$ cat src/rtl/output_buffer_ctrl.sv
// rtl/output_buffer_ctrl.sv - 16-entry output buffer FIFO controller with drain FSM
module output_buffer_ctrl (
  input  logic       clk,
  input  logic       rst,
  input  logic       res_valid,
  output logic       res_ready,
  input  logic       drain_start,
  input  logic [4:0] drain_count,
  input  logic       ext_ready,
  output logic       ext_valid,
  output logic       op_buffer_instr_for_storing_data,
  output logic [3:0] op_buf_addr_for_store,
  output logic       op_buffer_instr_for_sending_data,
  output logic [3:0] op_buf_addr_for_external_comm,
  output logic [4:0] count,
  output logic       full,
  output logic       empty,
  output logic       drain_done,
  output logic       drain_err
);

  typedef enum logic [1:0] {IDLE, RD, WAIT, DONE} state_t;

  state_t     state_q, state_d;
  logic [3:0] wr_ptr_q, wr_ptr_d;
  logic [3:0] rd_ptr_q, rd_ptr_d;
  logic [4:0] count_q, count_d;
  logic [4:0] remaining_q, remaining_d;
  logic       drain_err_q, drain_err_d;
  logic       store;
  logic       send;

  // Output decode: strobes and flags come straight from registered state, so a
  // read cycle always blocks the store path and reset forces every output idle.
  always_comb begin
    full      = (count_q == 5'd16);
    empty     = (count_q == 5'd0);
    res_ready = rst && !full && (state_q != RD);
    store     = res_valid && res_ready;
    send      = (state_q == RD);

    op_buffer_instr_for_storing_data = store;
    op_buf_addr_for_store            = wr_ptr_q;
    op_buffer_instr_for_sending_data = send;
    op_buf_addr_for_external_comm    = rd_ptr_q;
    ext_valid                        = (state_q == WAIT);
    drain_done                       = (state_q == DONE);
    drain_err                        = drain_err_q;
    count                            = count_q;
  end

  // Next-state logic: drain sequencing plus pointer/occupancy bookkeeping.
  always_comb begin
    state_d     = state_q;
    wr_ptr_d    = wr_ptr_q;
    rd_ptr_d    = rd_ptr_q;
    count_d     = count_q;
    remaining_d = remaining_q;
    drain_err_d = 1'b0;

    case (state_q)
      IDLE: begin
        if (drain_start) begin
          if ((drain_count != 5'd0) && (drain_count <= count_q)) begin
            remaining_d = drain_count;
            state_d     = RD;
          end else begin
            drain_err_d = 1'b1;
          end
        end
      end
      RD: begin
        rd_ptr_d = rd_ptr_q + 4'd1;
        state_d  = WAIT;
      end
      WAIT: begin
        // The buffer word registered at the RD edge is held until taken.
        if (ext_ready) begin
          remaining_d = remaining_q - 5'd1;
          state_d     = (remaining_q == 5'd1) ? DONE : RD;
        end
      end
      DONE: begin
        state_d = IDLE;
      end
      default: begin
        state_d = IDLE;
      end
    endcase

    // store and send are mutually exclusive because res_ready is low in RD.
    if (store) begin
      wr_ptr_d = wr_ptr_q + 4'd1;
      count_d  = count_q + 5'd1;
    end else if (send) begin
      count_d = count_q - 5'd1;
    end
  end

  // State registers, asynchronously cleared so a drain is abandoned on reset.
  always_ff @(posedge clk or negedge rst) begin
    if (!rst) begin
      state_q     <= IDLE;
      wr_ptr_q    <= 4'd0;
      rd_ptr_q    <= 4'd0;
      count_q     <= 5'd0;
      remaining_q <= 5'd0;
      drain_err_q <= 1'b0;
    end else begin
      state_q     <= state_d;
      wr_ptr_q    <= wr_ptr_d;
      rd_ptr_q    <= rd_ptr_d;
      count_q     <= count_d;
      remaining_q <= remaining_d;
      drain_err_q <= drain_err_d;
    end
  end

endmodule

$ cat config.mk
export PLATFORM = sky130hd
export DESIGN_NAME = output_buffer_ctrl
export DESIGN_NICKNAME = d
export VERILOG_FILES = /design/src/rtl/output_buffer_ctrl.sv
export SDC_FILE = /design/constraint.sdc
export NUM_CORES = 1
export LEC_CHECK = 0
export BUFFER_PORTS_ARGS = -buffer_cell sky130_fd_sc_hd__buf_2
export CORE_UTILIZATION = 40
export DETAILED_ROUTE_END_ITERATION = 6
export MAX_ROUTING_LAYER = met4
export PLACE_DENSITY = 0.69
export SETUP_SLACK_MARGIN = 0.1
export SYNTH_ARGS = -nofsm -noshare
export SYNTH_HDL_FRONTEND = slang
export SYNTH_SLANG_ARGS = --single-unit
$ cat constraint.sdc
create_clock -name clk -period 3.55 [get_ports clk]
set_input_delay 0 -clock clk [delete_from_list [all_inputs] [get_ports clk]]
set_output_delay 0 -clock clk [all_outputs]
set_load 0.05 [all_outputs]
==> impl_results.md, run 1 <==
* RSZ-0062 raised after global routing: false
* Clock Pin Slew Worst Setup and Hold Paths at 0.12 ns
* Clock Latency Late Sink at 0.31 ns
* Gr usage total at 16.2%
* Crit path kind: flip-flop to flip-flop
* Commonest non-fill, non-tap cell in the layout: buf_2
* Vias at 1063
* I/O Pins at 31
* Final hold violation count at 0
* Antenna-violating nets left at 0
* Seq cells post-synth at 21
* Yosys warning total at 0
* Critical path required time at 3.79 ns
* Syn Area/Cell at 9.76 um2
* Sequential area share after synthesis at 40.8%
* Die area at 3450 um2
* Critical Path Fanout Max at 8
* Slew Viols, Final at 0
* Most frequent cells in the layout: 30 x buf_2, 21 x dfrtp_1, 20 x nand2_1, 14 x inv_1, 12 x ha_1
* Initial Util at 42.2%
* Die Ht at 58.8 um
* Max incr delay on CP at 0.54 ns
* Nets@finish at 191
* Vias in the first global route at 945
* Grt ovf at 0
* Setup crit start kind: flip-flop
* Routed len/inst at 12.6 um
* Relative slew margins at 67.6%
* Max-cap violation count at 0
* Most common flop cell mapped by yosys: dfrtp_1
* H-tree depth at 1
* Cells after synthesis at 132
* Synth Cell Area at 1290 um2
* Pin count of the biggest net entering global routing at 24
* Worst Setup End Kind: flip-flop
* Drt drc at 0
* Hold crit path type: input port to flip-flop
* Port Buffers at 30
* WL final at 2650 um
* Post-Route Setup TNS at 0 ns
* Fmax at 383 MHz
* Layout cells sized above 1 at 25.7%
* CTS tree: yes
* Design Area, Final at 1530 um2
* Root buf cell: clkbuf_4
* CP top delay family: simple AND/OR/NAND/NOR gates
* Setup violators final at 0
* Placed cell area at 1480 um2
* Post-synth cell types at 37
* Syn_nets at 155
* Min Tclk post-route at 2.61 ns
* Initial DRC Count at 36
* Final Wtd Congestion at 0.824
* Status: completed
* Clock Sinks at 21
* Drt first pass iters at 4
* First-pass GRT wire length at 4090 um
* Fin crit share at 73.5%
* Async S/R FF share, synth at 100%
* Rows at 20
* Worst path slowest cell: or4_1
* Hold Worst Slack at 0.0490 ns
* Die W at 58.8 um
* Hpwl dp at 2060 um
* CTS max path bufs at 2
* Worst slew pin tran at 0.487 ns
* CP arrival at 2.85 ns
* Total CTS buffers at 3
* Layout Skew at 0.00302 ns
* Vias per cell at 5.04
* Post-synth EDFFs at 0
* N_diodes at 0
* Core area at 3050 um2
* Layout area overhead at 18.6%
* Initial antenna violation count at 0
* CP Cell Sequence: or4_1, o211ai_1, nand2b_2, ha_1, a21o_1, a21oi_1, mux2i_1, xnor2_1
* Fillers at 304
* CP Buf/Inv Count at 0
cell type report:
| cell class | count | area [um2] | area share (%) |
|---|---|---|---|
| multi-input cells | 95 | 696 | 45.5 |
| clock buffers | 4 | 26.3 | 1.72 |
| well taps | 44 | 55.1 | 3.60 |
| repair buffers | 32 | 170 | 11.1 |
| flip-flops and latches | 21 | 526 | 34.4 |
| inverters | 15 | 56.3 | 3.68 |
final timing paths:
kind                                               start                       end  slack, ns  cells after the start
worst max-delay path                            count[0]                  count[4]       0.94                      8
min in group asynchronous                            rst                 drain_err       0.17                      2
max in group asynchronous                            rst                  count[1]       3.06                      2
worst min-delay path                      drain_count[1]            remaining_q[1]       0.05                      3
worst min register to register  op_buf_addr_for_store[3]  op_buf_addr_for_store[3]       0.47                      1
worst max register to register                  count[0]                  count[4]       0.94                      8
cell usage after synthesis (2+ instances only):
library cell / instances / area [um2]
o31ai_1: 2 / 15.0
xnor2_1: 7 / 61.3
o21ai_0: 7 / 35.0
nand3_1: 5 / 25.0
dfrtp_1: 21 / 526
xor2_1: 3 / 26.3
nor2_1: 2 / 7.51
nand2_1: 20 / 75.1
nand4_1: 2 / 12.5
or2_2: 2 / 12.5
a21oi_1: 8 / 40.0
a31oi_1: 2 / 12.5
a21o_1: 2 / 15.0
mux2i_1: 2 / 20.0
inv_1: 14 / 52.6
ha_1: 12 / 150
cell families after synthesis:
logic type / count (synthesis) / synth area share, %
buf+inv: 16 / 5.24
xor+xnor: 10 / 6.80
compound gates: 29 / 15.9
mux: 2 / 1.55
flops: 21 / 40.8
simple gates: 41 / 16.5
fa+ha+maj: 13 / 13.2
routing by layer:
layer	part of all wire, %	wire length (um)	vias up	global-route usage [%]
li1	-	-	532	-
met1	46	1220	495	20.6
met2	49	1300	32	26.8
met3	3.7	97	4	1.32
met4	1.1	30	0	6.12
met5	0	0	-	-
sequential cells by signal, indices dropped and copies added (netlist names):
name	cells
remaining_q	5
state_q	2
count	5
op_buf_addr_for_external_comm	4
drain_err	1
op_buf_addr_for_store	4
metrics by stage:
step | setup slack [ns] | util [%] | std cells
final | 0.941 | 50.1 | 211
after global routing | 0.798 | 50.1 | 211
after CTS | 0.923 | 50.1 | 211
after detailed placement | 1.00 | 48.6 | 205
after global placement | 1.05 | 48.6 | 205
after floorplan | 0.909 | - | 132
what timing repair did:
action	4_1_cts	5_1_grt
hold endpoints to repair	22	0
buffers inserted	0	0
resized for setup	0	0
hold buffers	2	0
worst min-delay path, cell delays in order:
cell,delay (ns)
buf_2,0.11
o2111ai_1,0.13
o21ai_0,0.09
Power of run 1 is left out: the tool's default activity adds up to more than one toggle a clock period on the data nets, which glitch-free logic cannot reach.
==> inputs of run 2 (changes only) <==
--- a/config.mk
+++ b/config.mk
@@ -9,7 +9,7 @@
 export CORE_UTILIZATION = 40
 export DETAILED_ROUTE_END_ITERATION = 6
 export MAX_ROUTING_LAYER = met4
-export PLACE_DENSITY = 0.69
+export PLACE_DENSITY = 0.71
 export SETUP_SLACK_MARGIN = 0.1
 export SYNTH_ARGS = -nofsm -noshare
 export SYNTH_HDL_FRONTEND = slang
==> constraint.sdc (replaced) <==
create_clock -name clk -period 2.4 [get_ports clk]
set_input_delay 0 -clock clk [delete_from_list [all_inputs] [get_ports clk]]
set_output_delay 0 -clock clk [all_outputs]
set_load 0.05 [all_outputs]
==> impl_results.md, run 2 (synthesis results as in run 1) <==
* Root buf cell: clkbuf_4
* Final hold violation count at 0 (unchanged)
* Total CTS buffers at 3 (unchanged)
* Pin count of the biggest net entering global routing at 23 (-4.2%)
* H-tree depth at 1 (unchanged)
* Die Ht at 58.8 um (unchanged)
* Critical Path Fanout Max at 4 (-4)
* Vias at 1122 (+5.6%)
* CP Cell Sequence: or4_4, o211ai_1, nand2b_4, buf_4, ha_4, a21o_1, a21oi_2, xnor2_1, nand2_1, o21ai_1
* Layout cells sized above 1 at 34.7% (+8.9 points)
* Hold crit path type: input port to flip-flop
* Clock Pin Slew Worst Setup and Hold Paths at 0.12 ns (about the same)
* Crit path kind: flip-flop to flip-flop
* Core area at 3050 um2 (unchanged)
* CTS tree: yes
* Final worst slack at 0.0880 ns (-0.853 ns)
* Die W at 58.8 um (unchanged)
* Nets@finish at 200 (+4.7%)
* Clock Latency Late Sink at 0.32 ns (about the same)
* First-pass GRT wire length at 4700 um (+15%)
* CP Buf/Inv Count at 1 (+1)
* Most frequent cells in the layout: 30 x buf_2, 20 x nand2_1, 18 x dfrtp_1, 14 x inv_1, 10 x ha_1
* CP arrival at 2.56 ns (-0.29 ns)
* Initial DRC Count at 50 (+39%)
* Setup crit start kind: flip-flop
* Gr usage total at 18.6% (+2.4 points)
* Critical path required time at 2.65 ns (-1.14 ns)
* Max-cap violation count at 0 (unchanged)
* Drt first pass iters at 4 (unchanged)
* Port Buffers at 30 (unchanged)
* Routed len/inst at 13.3 um (+6.3%)
* Drt drc at 0 (unchanged)
* Vias per cell at 5.10 (+1.2%)
* Grt ovf at 0 (unchanged)
* Slew Viols, Final at 0 (unchanged)
* Worst path slowest cell: or4_4
* Worst slew pin tran at 0.479 ns (-0.00722 ns)
* Layout Skew at 0.00962 ns (+0.00660 ns)
* Layout area overhead at 27.8%
* I/O Pins at 31 (unchanged)
* CTS max path bufs at 2 (unchanged)
* Rows at 20 (unchanged)
* Vias in the first global route at 1080 (+14%)
* Commonest non-fill, non-tap cell in the layout: buf_2
* Final Wtd Congestion at 0.775 (-5.9%)
* Antenna-violating nets left at 0 (unchanged)
* Hpwl dp at 2290 um (+11%)
* Max incr delay on CP at 0.54 ns (about the same)
* Die area at 3450 um2 (unchanged)
* Clock Sinks at 21 (unchanged)
* Initial Util at 42.2% (unchanged)
* Setup violators final at 0 (unchanged)
* Fillers at 278 (-8.6%)
* WL final at 2940 um (+11%)
* Fmax at 433 MHz (+13%)
* Status: completed
* RSZ-0062 raised after global routing: true
* Relative slew margins at 68.0% (+0.48 points)
* Fin crit share at 96.3% (+23 points)
* CP top delay family: simple AND/OR/NAND/NOR gates
* Initial antenna violation count at 0 (unchanged)
* Min Tclk post-route at 2.31 ns (-0.297 ns)
* N_diodes at 0 (unchanged)
* Worst Setup End Kind: flip-flop
* Pre-CTS WS at 0.0513 ns (-0.950 ns)
run 2: cell count changes in the layout (fill, tap and decap cells not counted), moves of 2 or more:
cell / change
buf_4: +9
ha_4: +2
dfrtp_1: -3
a21oi_1: -2
dfrtp_2: +3
ha_1: -2
a21oi_2: +2
run 2: worst paths after layout:
| path | from | endpoint | slack [ns] | depth (start not counted) |
|---|---|---|---|---|
| setup / recovery | count[1] | count[3] | 0.09 | 10 |
| hold / removal | drain_count[1] | remaining_q[1] | 0.04 | 3 |
| setup reg to reg | count[1] | count[3] | 0.09 | 10 |
| hold reg to reg | op_buf_addr_for_external_comm[3] | op_buf_addr_for_external_comm[3] | 0.47 | 1 |
| max in group asynchronous | rst | count[2] | 1.94 | 3 |
| min in group asynchronous | rst | op_buf_addr_for_external_comm[0] | 0.22 | 3 |
run 2: timing repair:
item,CTS,global route
pin swaps,1,4
endpoints found under the setup margin,2,5
hold endpoints to repair,22,0
setup buffers,1,2
gates resized for setup,1,3
hold buffers,2,0
run 2: stage by stage:
step	std cells	util (%)	TNS, ns	hold WS (ns)	instance area [um2]
2_1_floorplan	132	-	-0.0279	-0.296	1320
3_3_place_gp	211	51.0	0	0.0459	1560
3_5_place_dp	211	51.0	0	0.0514	1560
4_1_cts	218	52.9	0	0.0276	1610
5_1_grt	220	53.9	-0.0557	0.0292	1650
6_report	220	53.9	0	0.0414	1650
run 2: cell type report:
| cell class | instances | area [um2] | share of cell area [%] |
|---|---|---|---|
| Timing Repair Buffer | 41 | 238 | 14.4 |
| Inverter | 15 | 56.3 | 3.42 |
| Sequential cell | 21 | 529 | 32.1 |
| Tap cell | 44 | 55.1 | 3.34 |
| Multi-Input combinational cell | 95 | 742 | 45.1 |
| Clock buffer | 4 | 26.3 | 1.60 |
run 2: worst min-delay path: cells and delay by family:
kind                   cells  cell delay, ns
AOI/OAI and AO/OA          2            0.20
buffers and inverters      1            0.12
run 2: metal layers:
metal  share of wire, %  global-route usage (%)  wire [um]  vias up
met5                  0                       -          0        -
met2                 51                    31.8       1510       44
met3                4.5                    1.32        132        7
met4                2.1                    8.84         63        0
met1                 42                    22.1       1240      519
li1                   -                       -          -      552
Power of run 2 is left out for the same reason.
